==> src/rtl/latch_stim_pkg.sv <==
// Shared types for the SR storage-element sequencer: FSM states, behavioural model states
// and the {q,qb} patterns each model state should produce.
package latch_stim_pkg;

    typedef enum logic [2:0] {IDLE, SETUP, GATE, HOLD, CHECK, DONE} state_t;
    typedef enum logic [1:0] {Q0, Q1, BOTH0, UNKNOWN} exp_t;

    localparam logic [1:0] PAT_Q1 = 2'b10;
    localparam logic [1:0] PAT_Q0 = 2'b01;
    localparam logic [1:0] PAT_B0 = 2'b00;

    // UNKNOWN has no defined pattern; callers must qualify on it.
    function automatic logic [1:0] exp_pat(input exp_t e);
        case (e)
            Q1:      return PAT_Q1;
            Q0:      return PAT_Q0;
            default: return PAT_B0;
        endcase
    endfunction

    // Releasing s=r=1 to s=r=0 is a race whose winner cannot be predicted.
    function automatic exp_t exp_next(input exp_t cur, input logic [1:0] sr);
        case (sr)
            2'b10:   return Q1;
            2'b01:   return Q0;
            2'b11:   return BOTH0;
            default: return (cur == BOTH0) ? UNKNOWN : cur;
        endcase
    endfunction

endpackage

==> src/rtl/latch_stim_seq_sync2.sv <==
// Two-flop synchronizer for one asynchronous cell output.
// Two cycles of latency, no flow control.
module sync2 (
    input  logic clk,
    input  logic reset,
    input  logic d,
    output logic q
);

    logic meta;

    always_ff @(posedge clk) begin
        if (reset) begin
            meta <= 1'b0;
            q    <= 1'b0;
        end else begin
            meta <= d;
            q    <= meta;
        end
    end

endmodule

==> src/rtl/latch_stim_seq.sv <==
// Plays stored {s,r} vectors through setup/gate/hold windows on an SR cell and scores the
// synchronized response; SETUP_CYC+GATE_CYC+HOLD_CYC+1 cycles per vector, loads ignored while busy.
module latch_stim_seq
    import latch_stim_pkg::*;
#(
    parameter int DEPTH     = 26,
    parameter int AW        = 5,
    parameter int SETUP_CYC = 4,
    parameter int GATE_CYC  = 8,
    parameter int HOLD_CYC  = 4,
    parameter int TIMEOUT   = 15
) (
    input  logic          clk,
    input  logic          reset,
    input  logic          wr_en,
    input  logic [AW-1:0] wr_addr,
    input  logic [1:0]    wr_data,
    input  logic [AW-1:0] n_vec,
    input  logic          start,
    output logic          s,
    output logic          r,
    output logic          g,
    input  logic          q_in,
    input  logic          qb_in,
    output logic          busy,
    output logic          done,
    output logic [AW-1:0] vec_idx,
    output logic [7:0]    err_cnt,
    output logic [7:0]    nc_cnt,
    output logic [3:0]    last_lat
);

    localparam logic [7:0] SETUP_LAST = 8'(SETUP_CYC - 1);
    localparam logic [7:0] GATE_LAST  = 8'(GATE_CYC - 1);
    localparam logic [7:0] HOLD_LAST  = 8'(HOLD_CYC - 1);
    localparam logic [3:0] LAT_MAX    = 4'(TIMEOUT);
    localparam logic [3:0] LAT_MAX_M1 = 4'(TIMEOUT - 1);

    logic [1:0]    mem [DEPTH];
    state_t        state, state_nxt;
    exp_t          exp_st, exp_gate;
    logic [7:0]    ph_cnt;
    logic [AW-1:0] n_lat;
    logic [3:0]    lat;
    logic          lat_done;
    logic          qs, qbs;
    logic [1:0]    obs, cur_vec;

    sync2 u_sync_q  (.clk(clk), .reset(reset), .d(q_in),  .q(qs));
    sync2 u_sync_qb (.clk(clk), .reset(reset), .d(qb_in), .q(qbs));

    assign obs      = {qs, qbs};
    assign cur_vec  = mem[vec_idx];
    assign exp_gate = exp_next(exp_st, cur_vec);

    // A load in the same cycle as start lands before vector 0 is read out.
    always_ff @(posedge clk) begin
        if (wr_en && state == IDLE && 32'(wr_addr) < DEPTH)
            mem[wr_addr] <= wr_data;
    end

    always_comb begin
        state_nxt = state;
        case (state)
            IDLE:    if (start) state_nxt = (n_vec == '0) ? DONE : SETUP;
            SETUP:   if (ph_cnt == SETUP_LAST) state_nxt = GATE;
            GATE:    if (ph_cnt == GATE_LAST) state_nxt = HOLD;
            HOLD:    if (ph_cnt == HOLD_LAST) state_nxt = CHECK;
            CHECK:   state_nxt = (vec_idx == n_lat - 1'b1) ? DONE : SETUP;
            DONE:    state_nxt = IDLE;
            default: state_nxt = IDLE;
        endcase
    end

    always_comb begin
        s    = 1'b0;
        r    = 1'b0;
        g    = (state == GATE);
        busy = (state != IDLE);
        done = (state == DONE);
        if (state == SETUP || state == GATE || state == HOLD || state == CHECK) begin
            s = cur_vec[1];
            r = cur_vec[0];
        end
    end

    always_ff @(posedge clk) begin
        if (reset) begin
            state    <= IDLE;
            ph_cnt   <= 8'd0;
            vec_idx  <= '0;
            n_lat    <= '0;
            err_cnt  <= 8'd0;
            nc_cnt   <= 8'd0;
            last_lat <= 4'd0;
            lat      <= 4'd0;
            lat_done <= 1'b0;
            exp_st   <= UNKNOWN;
        end else begin
            state  <= state_nxt;
            ph_cnt <= (state_nxt != state) ? 8'd0 : ph_cnt + 8'd1;
            case (state)
                IDLE: if (start) begin
                    n_lat   <= (32'(n_vec) > DEPTH) ? AW'(DEPTH) : n_vec;
                    vec_idx <= '0;
                    err_cnt <= 8'd0;
                    nc_cnt  <= 8'd0;
                end
                SETUP: if (state_nxt == GATE) begin
                    exp_st   <= exp_gate;
                    lat      <= 4'd0;
                    lat_done <= (exp_gate == UNKNOWN);
                end
                // No response by the end of the gate window reads as a timeout.
                GATE: if (!lat_done) begin
                    if (obs == exp_pat(exp_st))
                        lat_done <= 1'b1;
                    else if (state_nxt == HOLD || lat >= LAT_MAX_M1)
                        lat <= LAT_MAX;
                    else
                        lat <= lat + 4'd1;
                end
                CHECK: begin
                    last_lat <= lat;
                    if (exp_st != UNKNOWN && obs != exp_pat(exp_st) && err_cnt != 8'hFF)
                        err_cnt <= err_cnt + 8'd1;
                    if (qs == qbs && exp_st != BOTH0 && nc_cnt != 8'hFF)
                        nc_cnt <= nc_cnt + 8'd1;
                    if (state_nxt == SETUP)
                        vec_idx <= vec_idx + 1'b1;
                end
                default: ;
            endcase
        end
    end

endmodule

==> config.mk <==
export PLATFORM = sky130hd
export DESIGN_NAME = latch_stim_seq
export DESIGN_NICKNAME = d
export VERILOG_FILES = /design/src/rtl/latch_stim_pkg.sv /design/src/rtl/latch_stim_seq_sync2.sv /design/src/rtl/latch_stim_seq.sv
export SDC_FILE = /design/constraint.sdc
export NUM_CORES = 1
export LEC_CHECK = 0
export CAP_MARGIN = 20
export CORE_MARGIN = 1
export CORE_UTILIZATION = 51
export DETAILED_ROUTE_END_ITERATION = 7
export GPL_TIMING_DRIVEN = 0
export PLACE_DENSITY = 0.78
export REMOVE_ABC_BUFFERS = 1
export SLEW_MARGIN = 20
export SYNTH_ARGS = -nofsm -noshare
export SYNTH_HDL_FRONTEND = slang
export SYNTH_SLANG_ARGS = --single-unit
==> constraint.sdc <==
create_clock -name clk -period 6 [get_ports clk]
set_input_delay 1.2 -clock clk [delete_from_list [all_inputs] [get_ports clk]]
set_output_delay 1.2 -clock clk [all_outputs]
set_load 0.03 [all_outputs]
==> summary.txt <==
Final layout
  • NumNets Final: roughly 540
  • Non-filler instance count after layout: 645
  • Area grow syn2layout: 15.0%
  • Layout cells sized above 1: under 10%
  • Diodes inserted: 0

Global routing
  • GRT Residual Overflow: 0
  • Vias in the first global route: 3,424
  • Initial antenna violation count: 0
  • First-pass GRT wire length: between 15,000 and 20,000 um
  • GRT Total Usage: just over 20%
  • Pin count of the biggest net entering global routing: 34

Logic synthesis
  • #FFs+latches synth: roughly 110
  • Syn avg cell area: 10.5 um2
  • Mapped Area: 4920 um2
  • Main synth FF type: dfxtp_1
  • Sequential area share after synthesis: a little over half
  • Area leader, netlist: edfxtp_1
  • Share of the synthesized area in the top cell type: 31.7%
  • Synth area leaders: edfxtp_1, dfxtp_1, nor2_1
  • Post-Syn Instances: between 400 and 500
  • Unique masters post-synth: 54
  • Post-synth EDFFs: 52
  • Async SR Flop Fraction: 0%
  • Count leader, synth: nor2_1
  • Post-synth top cells: nor2_1, dfxtp_1, edfxtp_1
  • Yosys warnings: 0

Worst hold path
  • Tightest Hold Check Type: reg -> reg
  • Number of cells on the worst hold path: 1
  • Hold EP: u_sync_qb.q
  • Worst hold start: u_sync_qb.meta

Detailed routing
  • Average wire per standard cell: between 15 and 20 um
  • Post-route antenna net violation count: 0
  • Remaining DRCs: 0
  • Total vias in the final route: approximately 3.6k
  • Final wirelength: ~10000 um
  • Drt via density: between 5 and 6
  • First-pass DRT Iterations: 4
  • DRT iter0 DRCs: about 130

Placed design
  • Placed cell count: around 630
  • Final HPWL DP: between 6000 and 7000 um
  • Placer Congestion: 0.818
  • IO buf count: 47

Floorplan
  • Initial Utilization: between 50 and 60%
  • Die footprint: between 10,000 and 15,000 um2
  • Std-Cell Rows: 35
  • Ports: 48
  • Core Area: approximately 9300 um2
  • Die W: approximately 100 um
  • Die height: approximately 100 um

Setup path
  • Worst EP arrival: ~3.2 ns
  • Critical R2R Capture: mem[18][0]
  • Worst Setup Start Kind: flop
  • R2r setup slk: 3.33 ns
  • Worst Path Required: roughly 4.8 ns
  • Worst Path Max Fanout: 18
  • CP endpoint kind: output pin
  • Reg2Reg Launch Point: state[1]
  • Setup CP Type: reg -> out
  • Reg2Reg Depth: 5

Run status
  • Status: finished clean

STA
  • Endpoints failing setup: 0
  • Rel. slew slack: 30.8%
  • Unrepaired setup endpoints after global routing: no
  • Worst Max-Slew Pin Slew: approximately 1.0 ns
  • Max-slew violations: 0
  • Tmin final: 4.40 ns
  • Post-route clock period utilization: between 70% and 80%
  • TNS Setup: 0 ns
  • Final Hold Viols: 0
  • Clk_skew: between 0.01 and 0.015 ns
  • Achievable clock frequency: approximately 0.23 GHz

CTS
  • Htree depth: 3
  • CTS max path bufs: 2
  • CTS tree: done
  • Postcts setup bufs: 0
  • Post-CTS Resized: 0
  • Clk_lat worst skew: 0.36 ns
  • Cts bufs inserted: 9
  • Clock Sinks: 109
  • Hold_buf cts: 0
  • Clk root buf: clkbuf_8
  • Clk pin slew, worst setup/hold paths: around 0.10 ns

Power and ir drop
  • Max IR drop VDD: around 0.11 mV
  • Static leakage: 0.00185 uW
  • Power Density: ~230 nW/um2

Run
  • Max Cap Viol: 0
[worst max path at each step]
stage / end / slack (ns) / depth (start not counted) / from
6_report: s / 1.60 / 6 / flop
3_5_place_dp: s / 1.98 / 6 / flop
4_1_cts: s / 1.57 / 6 / flop
5_1_grt: s / 1.41 / 6 / flop
2_1_floorplan: s / 2.83 / 5 / flop
3_3_place_gp: s / 2.04 / 6 / flop
[worst max-delay path, stage by stage (launching register included)]
cell and delay (ns):
dfxtp_1 1.02, mux2i_1 0.19, a22oi_1 0.26, nand3_1 0.13, o211ai_1 0.37, and2_1 0.20, clkdlybuf4s50_1 0.67
[report_power, final]
part | internal, uW | switching (uW)
registers | 785 | 6.93
logic | 29.8 | 50.6
clock network | 176 | 239
total | 991 | 296
[per-layer routing]
metal  routed length (um)  vias up  GRT usage [%]  share of wire [%]
li1                     -     1768              -                  -
met1                 4230     1720           26.4                 43
met2                 4950       90           34.5                 51
met3                  521       10           4.18                5.3
met4                   95        0           6.58               0.97
met5                    0        -              0                  0
[kinds of logic after synthesis]
logic type                 count (synthesis)  synth area share [%]
AOI/OAI and AO/OA                         67                  8.97
xor gates and xnor gates                  26                  4.63
adders and majority gates                  7                  1.78
buffers and inverters                     28                  2.44
DFF                                      109                  54.9
muxes                                     27                  6.89
and+or+nand+nor                          205                  20.4
[layout make-up]
type | instances | area [um2]
Sequential cell | 109 | 2700
Tap cell | 129 | 161
Multi-Input combinational cell | 332 | 2100
Timing Repair Buffer | 47 | 465
Clock inverter | 5 | 33.8
Fill cell | 758 | 3620
Clock buffer | 11 | 153
Inverter | 12 | 45.0
[flip-flops by register name, summed over array words and instances (netlist names), 2 cells and up, named ones only]
signal	count
mem	52
n_lat	5
state	3
err_cnt	8
last_lat	4
ph_cnt	8
vec_idx	5
exp_st	2
lat	4
nc_cnt	8
[cell usage in the layout, fill, tap and decap left out, types with 2 or more instances in the layout]
| cell type | n |
|---|---|
| and3_1 | 4 |
| xor2_1 | 17 |
| a21oi_1 | 26 |
| nand3_1 | 23 |
| nor4_1 | 2 |
| clkinv_4 | 2 |
| nand3b_1 | 2 |
| and4_1 | 2 |
| o211ai_1 | 8 |
| o21ai_0 | 13 |
| o211ai_2 | 2 |
| a22oi_1 | 4 |
| or2_2 | 2 |
| and2_1 | 3 |
| nand2b_1 | 10 |
| dfxtp_1 | 57 |
| nor2b_1 | 14 |
| edfxtp_1 | 52 |
| clkdlybuf4s50_1 | 46 |
| nand4_1 | 11 |
| mux4_1 | 3 |
| nand2_1 | 43 |
| ha_1 | 7 |
| nor2_1 | 65 |
| inv_1 | 12 |
| a21o_1 | 2 |
| xnor2_1 | 9 |
| or3_1 | 5 |
| nor3_1 | 10 |
| o32ai_1 | 2 |
| mux2_2 | 2 |
| clkbuf_8 | 9 |
| mux2i_1 | 20 |
[stage by stage]
stage | power, uW | hold WS (ns) | utilization, % | setup WS [ns] | instance area (um2)
finish | 1290 | 0.459 | 61.0 | 1.60 | 5660
global route | 1340 | 0.473 | 61.0 | 1.41 | 5660
CTS | 1300 | 0.461 | 61.0 | 1.57 | 5670
detailed placement | 890 | 0.430 | 59.0 | 1.98 | 5480
global placement | 887 | 0.431 | 59.0 | 2.04 | 5480
floorplan | 851 | 0.414 | - | 2.83 | 4850
(Power assumes the default switching activity.)
==> edit, RTL diff (config.mk and constraints unchanged) <==
Encoding of `exp_t`: now one-hot (4 bits for 4 values).
--- a/src/rtl/latch_stim_pkg.sv
+++ b/src/rtl/latch_stim_pkg.sv
@@ -4,5 +4,5 @@
 
     typedef enum logic [2:0] {IDLE, SETUP, GATE, HOLD, CHECK, DONE} state_t;
-    typedef enum logic [1:0] {Q0, Q1, BOTH0, UNKNOWN} exp_t;
+    typedef enum logic [3:0] {Q0 = 4'b0001, Q1 = 4'b0010, BOTH0 = 4'b0100, UNKNOWN = 4'b1000} exp_t;
 
     localparam logic [1:0] PAT_Q1 = 2'b10;
Formal check against the unedited RTL: no difference found for any inputs over 10 cycles, from zero or initial values and one cycle with reset high; not proved beyond that.
==> edit against the original RTL <==
First-iteration DRC count grew 8.2%; setup slack worse by 0.24 ns; count of clock-buffer cells in the layout unchanged; sequential share of layout area grew 0.17 points; combinational power up 8.7%; largest cell class unchanged; sequential cell count grew 2; final area rose by 1.1%; core utilization rose by 0.11 points; register-to-register slack worse by 0.16 ns; routed wire length grew 3.7%; highest routed layer unchanged; power rose by 0.93%; hold slack worse by 0.013 ns; area after synthesis grew 1.8%; fmax fell by 5.2%.
==> edit: results (changes against the original RTL) <==
largest reg by FF count mem; gr usage total 21.2% (+0.73 points); sequential area share after synthesis 54.7% (-0.17 points); Syn Area/Cell 10.6 sq um (+1.2%); gpl congestion 0.788 (-3.6%); vias in the first global route 3,464 (+1.2%); Reg2Reg Depth 6 (+1); DRT Pass-1 Iters 4 (unchanged); Clock Path Buffers 2 (unchanged); CP peak stage delay 0.99 ns (-0.03 ns); top cells by count, synth nor2_1, dfxtp_1, edfxtp_1, nand2_1, a21oi_1; flop-to-flop setup slack 3.17 ns (-0.16 ns); worst-margin pin slew 1.01 ns (-0.0264 ns); mux cell area share after synthesis 6.79% (-0.097 points); top area cells in the synthesized netlist edfxtp_1, dfxtp_1, nor2_1, xnor2_1, mux2i_1; Synth Area in XOR/XNOR 5.24% (+0.62 points); share of layout cells above drive strength 1 6.20% (+0.39 points); CTS Buf Count 9 (unchanged); Synth top area share 31.2% (-0.56 points); post-synthesis cell type count 59 (+9.3%); Layout fillers 805 (+6.2%); Critical-path top delay cell dfxtp_1; Peak VDD IR 0.116 mV (+3.5%); DR vias 3,624 (+1.0%); status completed; post-synthesis compound-gate area fraction 10.0% (+1.1 points); first-pass GRT wire length 16.7 mm (+3.6%); clock skew 0.0150 ns (+0.00415 ns); reg-to-reg endpoint exp_st[2]; postcts setup bufs 0 (unchanged); Hold Path Depth 1 (unchanged); Worst EP arrival 3.44 ns (+0.24 ns); pin count of the biggest net entering global routing 34 (unchanged); initial antenna violation count 0 (unchanged); dpl hpwl 7.19 mm (+3.8%); Adder-Cell Fraction of Synth Area 1.75% (-0.032 points); crit-path max FO 20 (+2); number of H-tree levels 3 (unchanged); via density per instance 5.62 (+1.0%); Leakage 1.83 nW (-1.2%); Layout Nets 536 (unchanged); DR iter-0 viols 145 (+8.2%); DRT Wirelength 10.2 mm (+3.7%)
[edit: final cells by class]
type                       count  area share [%]
clock buffer                  11            2.30
inverter                       8           0.525
timing repair buffer          47            8.13
sequential                   111            47.9
clock inverter                 5           0.699
tap                          129            2.82
multi-input combinational    334            37.6
[edit: logic make-up (layout without fill, tap and decap cells)]
group,after synthesis,count (layout)
DFF,111,111
adders and majority gates,7,7
xor gates and xnor gates,30,30
buffers and inverters,27,71
muxes,27,27
AOI/OAI and AO/OA,75,75
and+or+nand+nor,195,195
[edit: layer usage]
| layer | share of wire [%] | GRT usage (%) | vias up |
|---|---|---|---|
| li1 | - | - | 1785 |
| met1 | 45 | 26.7 | 1756 |
| met2 | 50 | 36.8 | 77 |
| met3 | 4.3 | 5.13 | 6 |
| met4 | 0.82 | 4.91 | 0 |
| met5 | 0 | 0 | - |
[edit: where the power goes]
group,switching (mW),internal (mW)
Sequential,0.00811,0.799
Combinational,0.0538,0.0335
Clock,0.249,0.156
[edit: worst max path at each step]
stage / slack [ns] / from / to / cells past startpoint
detailed placement: 1.70 / flop / s / 6
finish: 1.36 / flop / s / 6
floorplan: 2.65 / flop / s / 5
CTS: 1.29 / flop / s / 6
global route: 1.09 / flop / s / 6
global placement: 1.74 / flop / s / 6
[edit: worst max-delay path: cells and delay by family, from the launching register on]
kind,cells,cell delay [ns]
AOI/OAI and AO/OA,3,0.80
buffers and inverters,1,0.60
DFF,1,0.99
muxes,1,0.43
and+or+nand+nor,1,0.24
[edit: per-stage QoR]
stage	power (mW)	cell area (sq um)	worst slack (ns)	hold WS, ns	util (%)
after floorplan	0.871	4920	2.65	0.414	-
after global routing	1.35	5720	1.09	0.471	61.1
final	1.30	5720	1.36	0.446	61.1
after CTS	1.31	5730	1.29	0.450	61.1
after detailed placement	0.912	5560	1.70	0.425	59.3
after global placement	0.908	5550	1.74	0.422	59.2
